==> config.mk <==
export PLATFORM = sky130hd
export DESIGN_NAME = mem_responder
export DESIGN_NICKNAME = d
export VERILOG_FILES = /design/src/rtl/mem_responder.sv
export SDC_FILE = /design/constraint.sdc
export NUM_CORES = 1
export LEC_CHECK = 0
export BUFFER_PORTS_ARGS = -buffer_cell sky130_fd_sc_hd__buf_2
export CORE_MARGIN = 10
export CORE_UTILIZATION = 42
export CTS_CLUSTER_SIZE = 40
export DETAILED_ROUTE_END_ITERATION = 8
export PLACE_DENSITY = 0.84
export SLEW_MARGIN = 20
export SYNTH_ARGS = -nofsm -noshare
export SYNTH_HDL_FRONTEND = slang
export SYNTH_SLANG_ARGS = --single-unit
==> constraint.sdc <==
create_clock -name CLK -period 1.9 [get_ports CLK]
set_input_delay 0.19 -clock CLK [delete_from_list [all_inputs] [get_ports CLK]]
set_output_delay 0.19 -clock CLK [all_outputs]
set_load 0.01 [all_outputs]
==> src/rtl/mem_responder.sv <==
// Purpose: arbitrates CPU instruction-fetch and data requests onto one variable-latency RAM port.
// Latency: strobe in the cycle after the request; hit one cycle after RAM reports ACCESS (minimum 2 cycles).
// Backpressure: requests are held as levels until the hit; RAM BUSY/FREE stalls, ERROR or timeout aborts.
module mem_responder #(
  parameter int unsigned TIMEOUT = 255
) (
  input  logic        CLK,
  input  logic        RST,
  input  logic        iREN,
  input  logic [31:0] iaddr,
  input  logic        dREN,
  input  logic        dWEN,
  input  logic [31:0] daddr,
  input  logic [31:0] dstore,
  output logic        ihit,
  output logic [31:0] iload,
  output logic        dhit,
  output logic [31:0] dload,
  output logic        ramREN,
  output logic        ramWEN,
  output logic [31:0] ramaddr,
  output logic [31:0] ramstore,
  input  logic [31:0] ramload,
  input  logic [1:0]  ramstate,
  output logic        err
);

  typedef enum logic [1:0] {
    IDLE = 2'd0,
    IACC = 2'd1,
    DACC = 2'd2,
    TURN = 2'd3
  } state_t;

  localparam logic [1:0]  RS_ACCESS   = 2'b10;
  localparam logic [1:0]  RS_ERROR    = 2'b11;
  localparam logic [9:0]  TIMEOUT_CNT = 10'(TIMEOUT);
  localparam logic [31:0] ABORT_WORD  = 32'hBAD1_BAD1;

  state_t      r_state;
  logic [9:0]  r_cnt;
  logic        r_last_d;   // last completed access was a data access
  logic        r_is_wr;    // latched data op is a write
  logic        r_ihit;
  logic        r_dhit;
  logic [31:0] r_iload;
  logic [31:0] r_dload;
  logic        r_ramREN;
  logic        r_ramWEN;
  logic [31:0] r_ramaddr;
  logic [31:0] r_ramstore;
  logic        r_err;

  logic        w_dreq;
  logic        w_grant_d;
  logic        w_grant_i;
  logic        w_wait;
  logic        w_done;
  logic        w_abort;

  // Arbitration and completion decode. FREE/BUSY both mean "still waiting" (ramstate[1]=0).
  always_comb begin
    w_dreq    = dREN | dWEN;
    w_grant_d = w_dreq & ~(r_last_d & iREN);
    w_grant_i = iREN & ~w_grant_d;
    w_wait    = ~ramstate[1];
    w_done    = (ramstate == RS_ACCESS);
    w_abort   = (ramstate == RS_ERROR) | (w_wait & (r_cnt == TIMEOUT_CNT));
  end

  // Access FSM with fully registered outputs; the hit cycle is TURN, where strobes are low.
  always_ff @(posedge CLK) begin
    if (RST) begin
      r_state    <= IDLE;
      r_cnt      <= '0;
      r_last_d   <= 1'b0;
      r_is_wr    <= 1'b0;
      r_ihit     <= 1'b0;
      r_dhit     <= 1'b0;
      r_iload    <= '0;
      r_dload    <= '0;
      r_ramREN   <= 1'b0;
      r_ramWEN   <= 1'b0;
      r_ramaddr  <= '0;
      r_ramstore <= '0;
      r_err      <= 1'b0;
    end else begin
      r_ihit <= 1'b0;
      r_dhit <= 1'b0;
      case (r_state)
        IDLE: begin
          if (w_grant_d) begin
            r_state    <= DACC;
            r_cnt      <= '0;
            r_ramaddr  <= daddr;
            r_ramstore <= dstore;
            // A simultaneous read+write is executed as a write and flagged.
            r_is_wr    <= dWEN;
            r_ramWEN   <= dWEN;
            r_ramREN   <= ~dWEN;
            if (dREN & dWEN) begin
              r_err <= 1'b1;
            end
          end else if (w_grant_i) begin
            r_state   <= IACC;
            r_cnt     <= '0;
            r_ramaddr <= iaddr;
            r_ramREN  <= 1'b1;
            r_ramWEN  <= 1'b0;
          end
        end
        IACC, DACC: begin
          if (w_abort || w_done) begin
            r_state  <= TURN;
            r_ramREN <= 1'b0;
            r_ramWEN <= 1'b0;
            if (w_abort) begin
              r_err <= 1'b1;
            end
            if (r_state == IACC) begin
              r_ihit   <= 1'b1;
              r_iload  <= w_abort ? ABORT_WORD : ramload;
              r_last_d <= 1'b0;
            end else begin
              r_dhit   <= 1'b1;
              r_last_d <= 1'b1;
              // Writes leave the last read value in place.
              if (!r_is_wr) begin
                r_dload <= w_abort ? ABORT_WORD : ramload;
              end
            end
          end else if (w_wait) begin
            // Abort fires at TIMEOUT_CNT, so the counter stops before it could wrap.
            r_cnt <= r_cnt + 10'd1;
          end
        end
        TURN: begin
          r_state <= IDLE;
        end
        default: begin
          r_state <= IDLE;
        end
      endcase
    end
  end

  assign ihit     = r_ihit;
  assign dhit     = r_dhit;
  assign iload    = r_iload;
  assign dload    = r_dload;
  assign ramREN   = r_ramREN;
  assign ramWEN   = r_ramWEN;
  assign ramaddr  = r_ramaddr;
  assign ramstore = r_ramstore;
  assign err      = r_err;

endmodule

==> flow_metrics.py <==
metrics = {
    "critical_path": {
        "crit_end": "r_cnt[6]",
        "arrival_ns": 2.18,
        "criticalPathCategory": "flip-flop to flip-flop",
        "crit_path_start": "r_state[0]",
        "cp_max_fo": 16,
        "reg2reg_slack_ns": 0.06,
        "rr_worst_depth": 6,
        "start_kind": "flip-flop",
        "reg2reg_from": "r_state[0]",
        "required_ns": 2.24,
        "end_kind": "flip-flop",
        "r2r_end": "r_cnt[6]",
    },
    "clock_tree": {
        "cts-htree-levels": 4,
        "clk_pin_slew_ns": 0.06,
        "cts_root_buf": "clkbuf_16",
        "cts_sinks": 147,
        "cts_tree": "yes",
        "cts_buffer_depth": 2,
        "cts_buffers": 17,
        "clkLatencyLatePin_ns": 0.43,
    },
    "synth": {
        "synth_enable_flop_cells": 0,
        "yosys-top-cells-area": "dfxtp_1 (52%), nand2_1 (6.8%), a21oi_1 (6.3%)",
        "synthCells": 613,
        "synthesis.area_mm2": 0.00571,
        "ys_async_sr_fraction_pct": 0,
        "yosys_warnings": 0,
        "ys_ff_latch": 147,
        "netlist.area_leader.share_pct": 51.6,
        "synth_cell_type_count": 46,
        "synthFlopType": "dfxtp_1",
        "synth_fp_nets": 751,
        "avgSynthCellArea_um2": 9.31,
        "seq_area_frac_synth_pct": 51.6,
        "yosysTopAreaCell": "dfxtp_1",
    },
    "global_routing": {
        "grt_max_degree": 65,
        "track_usage_pct": 20.2,
        "antenna_found_initial": 0,
        "grt_pass1_wl_um": 29900,
        "grt_pass1_vias": 5717,
        "grt.overflow.total": 0,
    },
    "place": {
        "gp_congestion": 0.820,
        "hpwlAfterDp_um": 13900,
        "dp_slack_ns": -0.232,
        "portBuffers": 267,
    },
    "timing": {
        "maxSlewHeadroom_pct": 56.9,
        "fin_skew_ns": 0.0185,
        "fin_tns_setup_ns": 0,
        "fin_crit_ns": 1.84,
        "setup_viol": 0,
        "slew_violations": 0,
        "worst_slack_ns": 0.0634,
        "fmax_mhz": 544,
        "hold_violations": 0,
        "fin_crit_sh_pct": 96.7,
        "tightest_slew_ns": 0.646,
    },
    "detailed_routing": {
        "vias_per_cell": 5.23,
        "ant_nets": 0,
        "first_iter_violations": 369,
        "vias": 5735,
        "drc": 0,
        "drt_first_pass_iters": 5,
        "postRouteWirelength_um": 19500,
        "post_drt_wl_per_cell_um": 17.7,
    },
    "min_path": {
        "hp-class": "primary input to flip-flop",
    },
    "final_layout": {
        "final_cell_mix": "buf_2 (266), dfxtp_1 (145), nand2_1 (103)",
        "final_common_cell": "buf_2",
        "n_antenna_cell": 0,
        "nets": 1045,
        "drive_gt1_share_pct": 41.3,
        "area_delta_synth_final_pct": 44.7,
    },
    "floorplanning": {
        "dieArea_mm2": 0.0187,
        "dieHeight_um": 137,
        "pin_count": 268,
        "rows": 42,
        "initial_core_util_pct": 42.9,
        "core_mm2": 0.0133,
        "die_w_um": 137,
    },
    "power": {
        "p_sw_share_pct": 36.3,
        "clkPwrFrac_pct": 26.8,
        "pwr-share-comb_pct": 38.0,
        "cellPowerDensity_mw_per_mm2": 1450,
        "p_int_uw": 7640,
        "vdd_drop_max_v": 0.000973,
        "p_leak_uw": 0.00384,
        "seq_power_share_pct": 35.2,
        "power.switching_uw": 4350,
    },
    "run_status": {
        "status": "finished clean",
    },
    "job": {
        "maxCapViolations": 0,
    },
}
## per-layer routing
layer / GRT usage (%) / up-vias / routed length, um
li1: - / 2807 / -
met1: 21.7 / 2607 / 7230
met2: 34.1 / 289 / 9510
met3: 9.38 / 32 / 2330
met4: 7.10 / 0 / 380
met5: 0 / - / 0
## metrics by stage
step | instances | instance area [um2] | utilization [%] | hold WS (ns) | total power, uW
2_1_floorplan | 613 | 5720 | - | 0.326 | 6860
3_3_place_gp | 1037 | 7340 | 55.2 | 0.430 | 8480
3_5_place_dp | 1037 | 7340 | 55.2 | 0.436 | 8610
4_1_cts | 1096 | 8210 | 61.8 | 0.000707 | 12000
5_1_grt | 1096 | 8260 | 62.1 | 0.00278 | 12700
6_report | 1096 | 8260 | 62.1 | 0.00985 | 12000
## cells by family after synthesis
kind of cell | count (synthesis) | synth area share (%)
compound gates | 192 | 23.1
flops | 147 | 51.6
fa+ha+maj | 3 | 0.658
buf+inv | 56 | 4.45
simple gates | 181 | 14.3
mux | 34 | 5.96
## cell usage after synthesis (2+ instances only)
| library cell | count |
|---|---|
| dfxtp_1 | 147 |
| o221a_1 | 10 |
| o21ai_0 | 35 |
| and3_1 | 2 |
| clkbuf_1 | 28 |
| nor4_1 | 3 |
| or4_1 | 8 |
| o221a_2 | 26 |
| nand2_1 | 103 |
| nor3_1 | 2 |
| buf_2 | 14 |
| nand2b_1 | 3 |
| inv_1 | 6 |
| o31ai_1 | 5 |
| nor2_1 | 37 |
| a31oi_1 | 3 |
| buf_1 | 4 |
| ha_1 | 3 |
| or2_2 | 3 |
| a21oi_1 | 72 |
| a211oi_1 | 34 |
| mux2i_1 | 34 |
| nor2_2 | 2 |
| nand3_1 | 6 |
| buf_4 | 2 |
## timing repair
action	CTS	global route
hold buffers	27	0
buffers inserted	0	0
pin swaps	0	2
cloned	0	1
endpoints found under the hold margin	28	0
endpoints found under the setup margin	56	63
resized for setup	7	19
## critical path, stage by stage, from the launching register on
cell	delay [ns]
dfxtp_2	0.32
inv_1	0.06
ha_4	0.29
nor2_1	0.06
a211o_4	0.34
or4_1	0.52
a21oi_1	0.16
## power groups by stage
stage	clock network (uW)	logic (uW)	registers (uW)
after floorplan	0	2270	4590
after global placement	0	4240	4240
after detailed placement	0	4330	4270
after CTS	3260	4480	4210
after global routing	3390	5020	4310
final	3210	4560	4220
## how the worst min path moves through the flow
stage               cells past startpoint        from  slack [ns]           end
detailed placement                      3  dstore[29]        0.44  ramstore[29]
finish                                  3  dstore[31]        0.01  ramstore[31]
global route                            3   dstore[8]       0.003   ramstore[8]
floorplan                               2   dstore[0]        0.33   ramstore[0]
CTS                                     3   dstore[8]      0.0007   ramstore[8]
global placement                        3  dstore[31]        0.43  ramstore[31]
## registers in the layout, summed over array words and instances, names as in the netlist, 2 cells and up
name,cells
ramstore,32
r_cnt,10
iload,32
r_state,2
dload,32
ramaddr,32
## final cells by class
class                      count  area (um2)
clock buffer                  19         443
sequential                   147        2950
inverter                       6        22.5
clock inverter                13         128
timing repair buffer         325        1900
tap                          176         220
multi-input combinational    410        2600
fill                        1060        5040
Power figures use the tool's default switching activity.
